<file path="config.mk">
export PLATFORM = sky130hd
export DESIGN_NAME = game_round_controller
export DESIGN_NICKNAME = d
export VERILOG_FILES = /design/src/rtl/game_round_controller.sv
export SDC_FILE = /design/constraint.sdc
export NUM_CORES = 1
export LEC_CHECK = 0
export CORE_ASPECT_RATIO = 1.5
export CORE_UTILIZATION = 49
export DETAILED_ROUTE_END_ITERATION = 8
export PLACE_DENSITY = 0.88
export REMOVE_ABC_BUFFERS = 1
export SETUP_SLACK_MARGIN = 0.2
export SYNTH_ARGS = -nofsm -noshare
export SYNTH_HDL_FRONTEND = slang
export SYNTH_SLANG_ARGS = --single-unit
</file>
<file path="constraint.sdc">
create_clock -name clk_in -period 6.04 [get_ports clk_in]
set_input_delay 0.906 -clock clk_in [delete_from_list [all_inputs] [get_ports clk_in]]
set_output_delay 0.906 -clock clk_in [all_outputs]
set_load 0.02 [all_outputs]
</file>
<file path="src/rtl/game_round_controller.sv">
// game_round_controller
// Round/score/lives controller for a "hole in the wall" style game. A wall
// approaches the player one depth step every frames_per_tick frames. When the
// wall reaches its last depth the round ends, the score grows by the remaining
// lives and the game speeds up. Enough person/wall collision pixels while the
// wall is in the goal depth window costs a life, followed by a short pause.
//
// Ports
//   clk_in, rst_in          : clock, synchronous active-low reset
//   start_in                : start / restart level (honoured in IDLE and GAME_OVER)
//   hcount_in, vcount_in,
//   data_valid_in           : pixel position and valid strobe
//   is_person_in, is_wall_in: person mask and wall mask for the current pixel
//   player_depth_in         : player depth, passed through the pixel pipeline
//   hcount_out .. player_depth_out : pixel path, one register stage
//   wall_depth_out          : current wall depth
//   wall_idx_out            : selects the external wall mask
//   round_out, score_out, lives_out, frames_per_tick_out : game status
//   game_state              : 0 IDLE, 1 PLAYING, 2 HIT_PAUSE, 3 GAME_OVER
module game_round_controller #(
    parameter int SCREEN_WIDTH        = 1280,
    parameter int SCREEN_HEIGHT       = 720,
    parameter int GOAL_DEPTH          = 60,
    parameter int GOAL_DEPTH_DELTA    = 10,
    parameter int MAX_WALL_DEPTH      = 75,
    parameter int MAX_FRAMES_PER_TICK = 15,
    parameter int MIN_FRAMES_PER_TICK = 3,
    parameter int NUM_WALLS           = 10,
    parameter int NUM_LIVES           = 3,
    parameter int HIT_PIXEL_THRESHOLD = 64,
    parameter int PAUSE_FRAMES        = 60,
    localparam int WIDX_W  = (NUM_WALLS > 1) ? $clog2(NUM_WALLS) : 1,
    localparam int LIVES_W = $clog2(NUM_LIVES + 1),
    localparam int FPT_W   = $clog2(MAX_FRAMES_PER_TICK + 1)
) (
    input  logic               clk_in,
    input  logic               rst_in,
    input  logic               start_in,
    input  logic [10:0]        hcount_in,
    input  logic [9:0]         vcount_in,
    input  logic               data_valid_in,
    input  logic               is_person_in,
    input  logic               is_wall_in,
    input  logic [7:0]         player_depth_in,
    output logic [10:0]        hcount_out,
    output logic [9:0]         vcount_out,
    output logic               data_valid_out,
    output logic               is_wall_out,
    output logic               is_person_out,
    output logic               is_collision_out,
    output logic [7:0]         wall_depth_out,
    output logic [7:0]         player_depth_out,
    output logic [WIDX_W-1:0]  wall_idx_out,
    output logic [7:0]         round_out,
    output logic [15:0]        score_out,
    output logic [LIVES_W-1:0] lives_out,
    output logic [FPT_W-1:0]   frames_per_tick_out,
    output logic [1:0]         game_state
);

    localparam int PAUSE_W = (PAUSE_FRAMES > 1) ? $clog2(PAUSE_FRAMES) : 1;
    localparam int WIN_LO  = GOAL_DEPTH - GOAL_DEPTH_DELTA;
    localparam int WIN_HI  = GOAL_DEPTH + GOAL_DEPTH_DELTA;
    localparam logic [15:0] HIT_TH = 16'(HIT_PIXEL_THRESHOLD);

    typedef enum logic [1:0] {
        ST_IDLE      = 2'd0,
        ST_PLAYING   = 2'd1,
        ST_HIT_PAUSE = 2'd2,
        ST_GAME_OVER = 2'd3
    } state_t;

    state_t               state_q, state_d;
    logic [7:0]           depth_q, depth_d;
    logic [FPT_W-1:0]     tick_q, tick_d;
    logic [FPT_W-1:0]     fpt_q, fpt_d;
    logic [WIDX_W-1:0]    idx_q, idx_d;
    logic [7:0]           round_q, round_d;
    logic [15:0]          score_q, score_d;
    logic [LIVES_W-1:0]   lives_q, lives_d;
    logic [15:0]          hit_cnt_q, hit_cnt_d;
    logic [PAUSE_W-1:0]   pause_q, pause_d;

    logic [10:0]          hcount_q;
    logic [9:0]           vcount_q;
    logic                 valid_q, wall_q, person_q, coll_q;
    logic [7:0]           pdepth_q;

    // Frame and game events derived from the current pixel and state
    logic                 new_frame, in_window, hit_pixel, hit_now, step, pause_done, start_game;
    logic [15:0]          hit_total;
    logic [WIDX_W-1:0]    idx_next;
    logic [16:0]          score_sum;

    assign new_frame  = data_valid_in && (hcount_in == 11'(SCREEN_WIDTH - 1))
                        && (vcount_in == 10'(SCREEN_HEIGHT - 1));
    assign in_window  = ($signed({24'd0, depth_q}) >= WIN_LO) && ($signed({24'd0, depth_q}) <= WIN_HI);
    assign hit_pixel  = (state_q == ST_PLAYING) && data_valid_in && is_person_in && is_wall_in && in_window;
    // The frame's final pixel is folded in before the threshold test
    assign hit_total  = (hit_pixel && (hit_cnt_q != 16'hFFFF)) ? hit_cnt_q + 16'd1 : hit_cnt_q;
    assign hit_now    = hit_total >= HIT_TH;
    assign step       = (tick_q == fpt_q - FPT_W'(1));
    assign pause_done = (pause_q == PAUSE_W'(PAUSE_FRAMES - 1));
    assign start_game = start_in && ((state_q == ST_IDLE) || (state_q == ST_GAME_OVER));
    assign idx_next   = (idx_q == WIDX_W'(NUM_WALLS - 1)) ? '0 : idx_q + WIDX_W'(1);
    assign score_sum  = {1'b0, score_q} + 17'(lives_q);

    // State register
    always_ff @(posedge clk_in) begin
        if (!rst_in) begin
            state_q <= ST_IDLE;
        end else begin
            state_q <= state_d;
        end
    end

    // Next-state logic; a hit on the last life ends the game
    always_comb begin
        state_d = state_q;
        case (state_q)
            ST_IDLE:      if (start_in) state_d = ST_PLAYING;
            ST_PLAYING:   if (new_frame && hit_now)
                              state_d = (lives_q == LIVES_W'(1)) ? ST_GAME_OVER : ST_HIT_PAUSE;
            ST_HIT_PAUSE: if (new_frame && pause_done) state_d = ST_PLAYING;
            ST_GAME_OVER: if (start_in) state_d = ST_PLAYING;
            default:      state_d = ST_IDLE;
        endcase
    end

    // Game datapath next values; a hit outranks a coinciding round completion
    always_comb begin
        depth_d   = depth_q;
        tick_d    = tick_q;
        fpt_d     = fpt_q;
        idx_d     = idx_q;
        round_d   = round_q;
        score_d   = score_q;
        lives_d   = lives_q;
        pause_d   = pause_q;
        hit_cnt_d = '0;
        if (start_game) begin
            depth_d = '0;
            tick_d  = '0;
            fpt_d   = FPT_W'(MAX_FRAMES_PER_TICK);
            idx_d   = '0;
            round_d = '0;
            score_d = '0;
            lives_d = LIVES_W'(NUM_LIVES);
            pause_d = '0;
        end else if (state_q == ST_IDLE) begin
            depth_d = '0;
        end else if (state_q == ST_PLAYING) begin
            hit_cnt_d = new_frame ? 16'd0 : hit_total;
            if (new_frame) begin
                if (hit_now) begin
                    lives_d = lives_q - LIVES_W'(1);
                    depth_d = '0;
                    tick_d  = '0;
                    idx_d   = idx_next;
                    pause_d = '0;
                end else if (step) begin
                    tick_d = '0;
                    if (depth_q == 8'(MAX_WALL_DEPTH - 1)) begin
                        depth_d = '0;
                        idx_d   = idx_next;
                        round_d = (round_q == 8'hFF) ? round_q : round_q + 8'd1;
                        score_d = score_sum[16] ? 16'hFFFF : score_sum[15:0];
                        fpt_d   = (fpt_q > FPT_W'(MIN_FRAMES_PER_TICK)) ? fpt_q - FPT_W'(1) : fpt_q;
                    end else begin
                        depth_d = depth_q + 8'd1;
                    end
                end else begin
                    tick_d = tick_q + FPT_W'(1);
                end
            end
        end else if (state_q == ST_HIT_PAUSE) begin
            if (new_frame) begin
                if (pause_done) begin
                    pause_d = '0;
                    depth_d = '0;
                end else begin
                    pause_d = pause_q + PAUSE_W'(1);
                end
            end
        end
    end

    // Datapath and pixel pipeline registers
    always_ff @(posedge clk_in) begin
        if (!rst_in) begin
            depth_q   <= '0;
            tick_q    <= '0;
            fpt_q     <= FPT_W'(MAX_FRAMES_PER_TICK);
            idx_q     <= '0;
            round_q   <= '0;
            score_q   <= '0;
            lives_q   <= LIVES_W'(NUM_LIVES);
            hit_cnt_q <= '0;
            pause_q   <= '0;
            hcount_q  <= '0;
            vcount_q  <= '0;
            valid_q   <= 1'b0;
            wall_q    <= 1'b0;
            person_q  <= 1'b0;
            coll_q    <= 1'b0;
            pdepth_q  <= '0;
        end else begin
            depth_q   <= depth_d;
            tick_q    <= tick_d;
            fpt_q     <= fpt_d;
            idx_q     <= idx_d;
            round_q   <= round_d;
            score_q   <= score_d;
            lives_q   <= lives_d;
            hit_cnt_q <= hit_cnt_d;
            pause_q   <= pause_d;
            hcount_q  <= hcount_in;
            vcount_q  <= vcount_in;
            valid_q   <= data_valid_in;
            wall_q    <= is_wall_in;
            person_q  <= is_person_in;
            coll_q    <= is_person_in && is_wall_in;
            pdepth_q  <= player_depth_in;
        end
    end

    // Outputs are straight register taps
    always_comb begin
        game_state          = state_q;
        wall_depth_out      = depth_q;
        wall_idx_out        = idx_q;
        round_out           = round_q;
        score_out           = score_q;
        lives_out           = lives_q;
        frames_per_tick_out = fpt_q;
        hcount_out          = hcount_q;
        vcount_out          = vcount_q;
        data_valid_out      = valid_q;
        is_wall_out         = wall_q;
        is_person_out       = person_q;
        is_collision_out    = coll_q;
        player_depth_out    = pdepth_q;
    end

endmodule
</file>
# Yosys cells after proc, flatten, opt, wreduce, memory -nomap -nowiden
# Index checks and enable logic that the tools add are counted.
# totals
out_inout_bits	77
wordCells	112
in_bits	35
register_bits	103
# classes
addsub	9
muxes	27
bitwise	5
n_reduce_logical	31
order_cmp	4
eq_ne	19
# ops
cell	n
8-bit 2-to-1 mux	8
6-bit 2-to-1 mux	6
16-bit 2-to-1 mux	2
4-bit 2-to-1 mux	6
16-bit by 2-bit adder with 17-bit output	1
16-bit by 1-bit adder with 16-bit output (second input constant)	1
8-bit by 1-bit adder with 8-bit output (second input constant)	2
16-bit by 7-bit >= comparator with 1-bit output (second input constant)	1
16-bit != test (second input constant)	1
5-bit AND reduction	3
7-bit AND reduction	2
1-bit logical AND	12
11-bit == test (second input constant)	1
10-bit == test (second input constant)	1
2-bit != test (second input constant)	5
4-bit by 1-bit adder with 4-bit output (second input constant)	2
8-bit by 7-bit == test with 1-bit output (second input constant)	1
8-bit == test (second input constant)	1
8-bit by 6-bit >= comparator with 1-bit output (second input constant)	1
8-bit by 7-bit <= comparator with 1-bit output (second input constant)	1
2-bit nonzero test	4
6-bit by 1-bit adder with 6-bit output (second input constant)	1
6-bit == test (second input constant)	1
2-bit 2-to-1 mux	3
20 further kinds	28

# Logic depth before layout (Yosys ltp)
# Gate-level depths: netlist of run 1.
# depth
depth_word	11
ltp_mapped	12
depth_no_buf	10

# Worst setup path after synthesis of run 1
# Ideal clock, no wire load.
# synth_timing
kind	input to register
from	input vcount_in[8]
to	register fpt_q[2], in the netlist frames_per_tick_out[2]
setup_ps	122
n_path_buf	2
stages	10
arrival_ps	3041
t_required_ps	5918
path_slack_ps	2877
cell_sequence	nand4bb_1 -> nor4_1 -> nand2_1 -> or3b_2 -> clkbuf_1 -> nor2_1 -> and3_1 -> buf_2 -> nand2_1 -> a221o_1
# synth_via
elab_chain_len	3
# synth_lines
item	line	rtl
start: declaration	40	input logic [9:0] vcount_in,
10-bit == test	96	&& (vcount_in == 10'(SCREEN_HEIGHT - 1));
1-bit logical AND	96	
7-bit AND reduction (no source line)	--	
end signal: assignment	193	fpt_q <= FPT_W'(MAX_FRAMES_PER_TICK);
end signal: assignment	210	fpt_q <= fpt_d;
end: declaration	76	logic [FPT_W-1:0] fpt_q, fpt_d;
# Every way passes these cells.
# A chain may end at the register's enable or synchronous reset.

# Worst setup path after layout of run 1
# layout_timing
from	input data_valid_in
to	register score_q[7], in the netlist score_out[7]
# layout_via
elab_chain_len	9
elab_cells_between_ends	11
cone_classes	1 x order compare; 1 x mux; 1 x bitwise; 8 x reduce/logical
# layout_lines
item	line	rtl
start: declaration	41	input logic data_valid_in,
1-bit logical AND (4 in series)	98	assign hit_pixel = (state_q == ST_PLAYING) && data_valid_in && is_person_in && is_wall_in && in_window;
1-bit logical AND	100	assign hit_total = (hit_pixel && (hit_cnt_q != 16'hFFFF)) ? hit_cnt_q + 16'd1 : hit_cnt_q;
16-bit 2-to-1 mux	100	
16-bit by 7-bit >= comparator with 1-bit output	101	assign hit_now = hit_total >= HIT_TH;
1-bit NOT (no source line)	--	
6-bit AND reduction (no source line) *	--	
end signal: assignment	213	score_q <= score_d;
end: declaration	79	logic [15:0] score_q, score_d;
# Every way passes the cells marked *; elsewhere a longest branch is shown, timed or not.

==> out/qor.yml, run 1 <==
grt_max_degree: 40
antenna_found_initial: 0
ff2ff_setup_slack_ns: 2.06
finish.instance_area_sq_um: 6475
finalSetupTns_ns: 0
place_area_sq_um: 6150
path_clk_slew_ns: 0.07
cts_tree: "built"
cp.required_ns: 6.30
viasPerCell: 5.762
synth.cells.most_frequent: "dfxtp_1 (103), nand2_1 (52), nor2_1 (50)"
path_buf_inv: 1
dr.pass1.iters: 7
area_delta_synth_final_pct: 30.35
worst_slew_pin_slew_ns: 0.7769
rr_startpoint: "game_state[1]$_SDFFE_PN0P_"
wl_microns: 12600
drive_above_1_share: 0.05155
htreeDepth: 3
ys_warn_count: 0
num_antenna_cells: 0
intPower_mw: 1.119
synth_ff_type: "dfxtp_1"
grt_pass1_vias: 4598
grt_pass1_wl_microns: 21350
switching_share: 0.2753
ff2ff_path_depth: 10
critPathSlowestCell: "a2111oi_4"
postCtsSetupRepairBufs: 0
hold_buffers: 0
hold_viol: 0
crit_chain: "clkdlybuf4s50_1 > and3_1 > nand3_1 > nor4_2 > nand3_1 > a2111oi_4 > and3_1 > nand3_1 > o311ai_1"
drc: 20
async_flop_share: 0
core_sq_um: 9744
finalClockSkew_ns: 0.01146
fin_cells: 794
cts_resized: 0
critical_path.endpoint: "score_out[7]$_SDFFE_PP0P_"
critPathArrivalTime_ns: 4.31
synthCells: 572
grt_overflow: 0
post_drt_wl_per_cell_microns: 15.87
grt_usage: 0.2516
max_slew_margin: 0.4821
antenna_left: 0
yosysMostFrequentCell: "dfxtp_1"
ioPinCount: 112
ys_types: 66
status: "finished with violations"
clock_insertion_delay_worst_skew_ns: 0.36
die-height_microns: 125.3
placed_cells_incl_taps: 778
fin_crit_ns: 4.050
crit_path_end_kind: "register"
crit_family: "simple AND/OR/NAND/NOR gates"
place.gp.congestion: 0.8783
cpPeakStageDelay_ns: 0.79
power_frac_seq: 0.456
initial_core_util: 0.5098
ys_ff_latch: 103
io_buffers: 111
cts_buffers: 9
power_per_cell_area_nw_per_um2: 238.5
yosysSeqAreaShare: 0.4151
cp_max_fo: 16
clk_path_buf_depth: 2
synth_area_sq_um: 4967
synth_top_area_cell: "dfxtp_1"
clock-sinks: 103
setup_viol: 0
rsz0062_at_grt: "false"
synth_top_area_share: 0.4151
slew_violations: 0
min_path_type: "register to register"
synth_edf_count: 0
violations: "design-rule violations"
die_x_microns: 84.21
cts-root-buf: "clkbuf_16"
die-area_sq_um: 10550
vias: 4575
avgSynthCellArea_sq_um: 8.684
pwr-share-clk: 0.403
dpl.hpwl_microns: 9206
drv_cap: 0
max_freq_ghz: 0.2469
crit_start: "data_valid_in"
start_kind: "primary input"
cpMostUsedCell: "nand3_1"
first_iter_violations: 289
comb_power_share: 0.142
nNetsFinal: 724
cp.depth: 9
p_leak_nw: 2.282
worstReg2RegEnd: "score_out[7]$_SDFFE_PP0P_"
vdd_drop_max_mv: 0.1725
netSwitchingPower_mw: 0.4252
min_period_over_period: 0.6705
placementRows: 44
critical_path_class: "primary input to register"
synthTopCellsByArea: "dfxtp_1 (42%), and2_1 (4.5%), xnor2_1 (4.2%), nand2_1 (3.9%), nor2_1 (3.8%)"
[how the worst min path moves through the flow]
stage                                  startpoint                      end  slack, ns  depth (start not counted)
after CTS                 pause_q[1]$_SDFFE_PP0P_  pause_q[1]$_SDFFE_PP0P_       0.49                          2
final                     pause_q[1]$_SDFFE_PP0P_  pause_q[1]$_SDFFE_PP0P_       0.49                          2
after floorplan           pause_q[1]$_SDFFE_PP0P_  pause_q[1]$_SDFFE_PP0P_       0.45                          2
after global routing      pause_q[1]$_SDFFE_PP0P_  pause_q[1]$_SDFFE_PP0P_       0.53                          2
after global placement    pause_q[1]$_SDFFE_PP0P_  pause_q[1]$_SDFFE_PP0P_       0.46                          2
after detailed placement  pause_q[1]$_SDFFE_PP0P_  pause_q[1]$_SDFFE_PP0P_       0.48                          2
[sequential cells by signal, summed over array words and instances, names as in the netlist, 4 cells and up]
signal and count:
player_depth_out 8, hcount_out 11, wall_depth_out 8, vcount_out 10
score_out 16, frames_per_tick_out 4, hit_cnt_q 16, tick_q 4
pause_q 6, round_out 8, wall_idx_out 4
[per-stage QoR]
stage	util	setup WS, ns	power [mW]	hold WS [ns]
3_3_place_gp	0.6311	1.713	0.9242	0.4626
2_1_floorplan	-	2.559	0.8335	0.4521
3_5_place_dp	0.6311	1.657	0.9324	0.4816
6_report	0.6645	1.990	1.544	0.4883
5_1_grt	0.6645	1.704	1.601	0.5314
4_1_cts	0.6645	2.009	1.549	0.4922
[routing by layer]
metal | routed length [microns] | GRT usage
met4 | 264 | 0.1156
met1 | 4801 | 0.2648
met3 | 718 | 0.04686
met2 | 6817 | 0.4759
met5 | 0 | 0
[cell type report]
| cell class | count | area [sq um] |
|---|---|---|
| well taps | 115 | 143.9 |
| clock buffers | 9 | 225.2 |
| repair buffers | 115 | 1141 |
| fillers | 806 | 3269 |
| multi-input cells | 422 | 2716 |
| flip-flops and latches | 103 | 2062 |
| inverters | 23 | 86.33 |
| clock inverters | 7 | 100.1 |
[placed cells by master, fill, tap and decap left out, types with 5 or more instances in the layout]
| cell type | count |
|---|---|
| nand2_1 | 52 |
| o21ai_0 | 17 |
| nand3_1 | 35 |
| nor2_1 | 50 |
| a21oi_1 | 18 |
| a31oi_1 | 5 |
| xnor2_1 | 24 |
| and2_1 | 36 |
| nor3_1 | 17 |
| nand4_1 | 15 |
| or3_1 | 12 |
| o211ai_1 | 6 |
| dfxtp_1 | 103 |
| clkdlybuf4s50_1 | 111 |
| inv_1 | 23 |
| and3_1 | 14 |
| clkbuf_16 | 9 |
| ha_1 | 14 |
| xor2_1 | 7 |
| mux2i_1 | 13 |
| nor4_1 | 9 |
| nor3b_1 | 5 |
[worst min-delay path, delay by kind of cell, from the launching register on]
| kind | cells | cell delay [ns] |
|---|---|---|
| flip-flops | 1 | 0.33 |
| multiplexers | 1 | 0.05 |
| AND/OR/NAND/NOR | 1 | 0.06 |
[cell families after synthesis]
family	count (synthesis)	share of synthesized area
adders and majority gates	15	0.03930
AOI/OAI and AO/OA	89	0.1262
and+or+nand+nor	272	0.2952
muxes	15	0.03073
xor gates and xnor gates	31	0.05466
DFF	103	0.4151
buffers and inverters	47	0.03879
[power groups by stage]
stage | Combinational [mW] | Clock (mW) | Sequential, mW
2_1_floorplan | 0.0951 | 0 | 0.738
3_3_place_gp | 0.206 | 0 | 0.719
3_5_place_dp | 0.213 | 0 | 0.719
4_1_cts | 0.216 | 0.629 | 0.704
5_1_grt | 0.236 | 0.659 | 0.706
6_report | 0.219 | 0.622 | 0.704
Note: power is estimated with default switching activity, not from simulation.
==> run 2: changes to the inputs <==
--- a/config.mk
+++ b/config.mk
@@ -6,9 +6,9 @@
 export NUM_CORES = 1
 export LEC_CHECK = 0
 export CORE_ASPECT_RATIO = 1.5
-export CORE_UTILIZATION = 49
+export CORE_UTILIZATION = 46
 export DETAILED_ROUTE_END_ITERATION = 8
-export PLACE_DENSITY = 0.88
+export PLACE_DENSITY = 0.87
 export REMOVE_ABC_BUFFERS = 1
 export SETUP_SLACK_MARGIN = 0.2
 export SYNTH_ARGS = -nofsm -noshare
==> constraint.sdc (replaced) <==
create_clock -name clk_in -period 3.7 [get_ports clk_in]
set_input_delay 0.555 -clock clk_in [delete_from_list [all_inputs] [get_ports clk_in]]
set_output_delay 0.555 -clock clk_in [all_outputs]
set_load 0.02 [all_outputs]
==> out/qor.yml, run 2 (synthesis results as in run 1) <==
status: "finished clean"
cts-root-buf: "clkbuf_16"
max_slew_margin: 0.5457
clock_insertion_delay_worst_skew_ns: 0.35
area_delta_synth_final_pct: 31.46
crit_path_end_kind: "register"
power_per_cell_area_nw_per_um2: 366.1
grt_pass1_wl_microns: 20760
worstReg2RegEnd: "score_out[10]$_SDFFE_PP0P_"
hold_viol: 0
post_drt_wl_per_cell_microns: 15.22
min_path_type: "register to register"
die_x_microns: 86.85
grt_pass1_vias: 4432
initial_core_util: 0.4716
cp.required_ns: 3.94
antenna_found_initial: 0
antenna_left: 0
holdPathEnd: "pause_q[1]$_SDFFE_PP0P_"
path_clk_slew_ns: 0.07
slew_violations: 0
num_antenna_cells: 0
rr_startpoint: "wall_depth_out[3]$_SDFFE_PP0P_"
vdd_drop_max_mv: 0.2526
dp_slack_ns: 0.1673
first_iter_violations: 172
global_route.peak_usage_layer: "met2"
vias: 4588
dpl.hpwl_microns: 9246
clk_path_buf_depth: 2
clock-sinks: 103
placementRows: 46
grt_use_met1: 0.2555
fin_ws_ns: 0.4843
die-height_microns: 129.3
drive_above_1_share: 0.06405
use_met3: 0.04904
final_common_cell: "clkdlybuf4s50_1"
cts_tree: "built"
core_sq_um: 10530
finalSetupTns_ns: 0
hp-start: "pause_q[1]$_SDFFE_PP0P_"
critical_path_class: "register to register"
drc: 0
p_leak_nw: 2.299
final_cell_mix: "clkdlybuf4s50_1 (111), dfxtp_1 (103), nand2_1 (52)"
finish.instance_area_sq_um: 6530
htreeDepth: 3
critPathArrivalTime_ns: 3.46
worst_slew_pin_slew_ns: 0.6783
io_buffers: 111
cp_max_fo: 12
fin_crit_ns: 3.216
ff2ff_path_depth: 10
wl_microns: 12650
grt_max_degree: 39
nNetsFinal: 732
ff2ff_setup_slack_ns: 0.48
grt_usage: 0.2348
grtUsageMet2: 0.4340
place.gp.congestion: 0.8778
die-area_sq_um: 11230
hold_depth: 2
holdWs_ns: 0.4986
max_freq_ghz: 0.3110
viasPerCell: 5.521
rsz0062_at_grt: "false"
grt_overflow: 0
drv_cap: 0
place_area_sq_um: 6246
min_period_over_period: 0.8691
finalClockSkew_ns: 0.007261
cts_buffers: 9
finalPower_mw: 2.391
dr.pass1.iters: 5
start_kind: "register"
ioPinCount: 112
setup_viol: 0
hold_buffers: 0
[run 2: cell types whose count changed in the layout (fill, tap and decap cells not counted), sizes merged]
| cell | change |
|---|---|
| clkinv | -1 |
| clkinvlp | +1 |
| bufinv | -1 |
| buf | +8 |
| clkbuf | +1 |
[run 2: power by group]
| part | total [mW] | internal, mW | switching [mW] |
|---|---|---|---|
| clock | 0.885 | 0.461 | 0.424 |
| sequential | 1.15 | 1.13 | 0.0135 |
| combinational | 0.358 | 0.153 | 0.205 |
| total | 2.39 | 1.75 | 0.642 |
[run 2: stage by stage]
step                  util  instances
floorplan                -        548
global placement    0.5930        815
detailed placement  0.5930        815
CTS                 0.6189        831
global route        0.6200        831
finish              0.6200        831
[run 2: cell type report]
class,instances,area [sq um]
fill,867,4003
multi-input combinational,422,2728
sequential,103,2062
timing repair buffer,123,1201
clock buffer,10,229.0
tap,144,180.2
inverter,23,86.33
clock inverter,6,43.79
[run 2: critical path, cell delays in order (launching register included)]
cell	delay [ns]
dfxtp_1	0.39
or4b_1	0.55
o32a_2	0.26
nor4b_2	0.42
mux2i_1	0.17
a2111oi_4	0.30
buf_4	0.26
and3_1	0.23
buf_4	0.19
nand2_1	0.09
o41ai_1	0.25
[run 2: worst max path at each step]
stage,start,slack [ns],cells past startpoint,to
final,wall_depth_out[3]$_SDFFE_PP0P_,0.48,10,score_out[10]$_SDFFE_PP0P_
after global routing,wall_depth_out[3]$_SDFFE_PP0P_,0.25,10,score_out[10]$_SDFFE_PP0P_
after CTS,hit_cnt_q[8]$_SDFF_PP0_,0.39,9,wall_depth_out[7]$_SDFFE_PP0P_
after detailed placement,data_valid_in,0.17,10,wall_depth_out[7]$_SDFFE_PP0P_
after global placement,data_valid_in,0.31,10,wall_depth_out[7]$_SDFFE_PP0P_
after floorplan,game_state[0]$_SDFFE_PN0P_,0.23,9,frames_per_tick_out[2]$_SDFFE_PP1P_
[run 2: routing by layer]
metal	vias to the layer above	part of all wire
met2	167	0.53
li1	2259	-
met3	29	0.054
met5	-	0
met4	0	0.025
met1	2133	0.40
[run 2: what timing repair did]
action	4_1_cts	5_1_grt
setup buffers	0	0
setup endpoints to repair	0	3
gates resized for setup	0	2
endpoints found under the hold margin	0	0
==> run 3: changes to the inputs <==
--- a/config.mk
+++ b/config.mk
@@ -11,6 +11,7 @@
 export PLACE_DENSITY = 0.87
 export REMOVE_ABC_BUFFERS = 1
 export SETUP_SLACK_MARGIN = 0.2
+export SKIP_CTS_REPAIR_TIMING = 1
 export SYNTH_ARGS = -nofsm -noshare
 export SYNTH_HDL_FRONTEND = slang
 export SYNTH_SLANG_ARGS = --single-unit
==> results of run 3 <==
Final layout, timing and power as in run 2 (identical DEF).
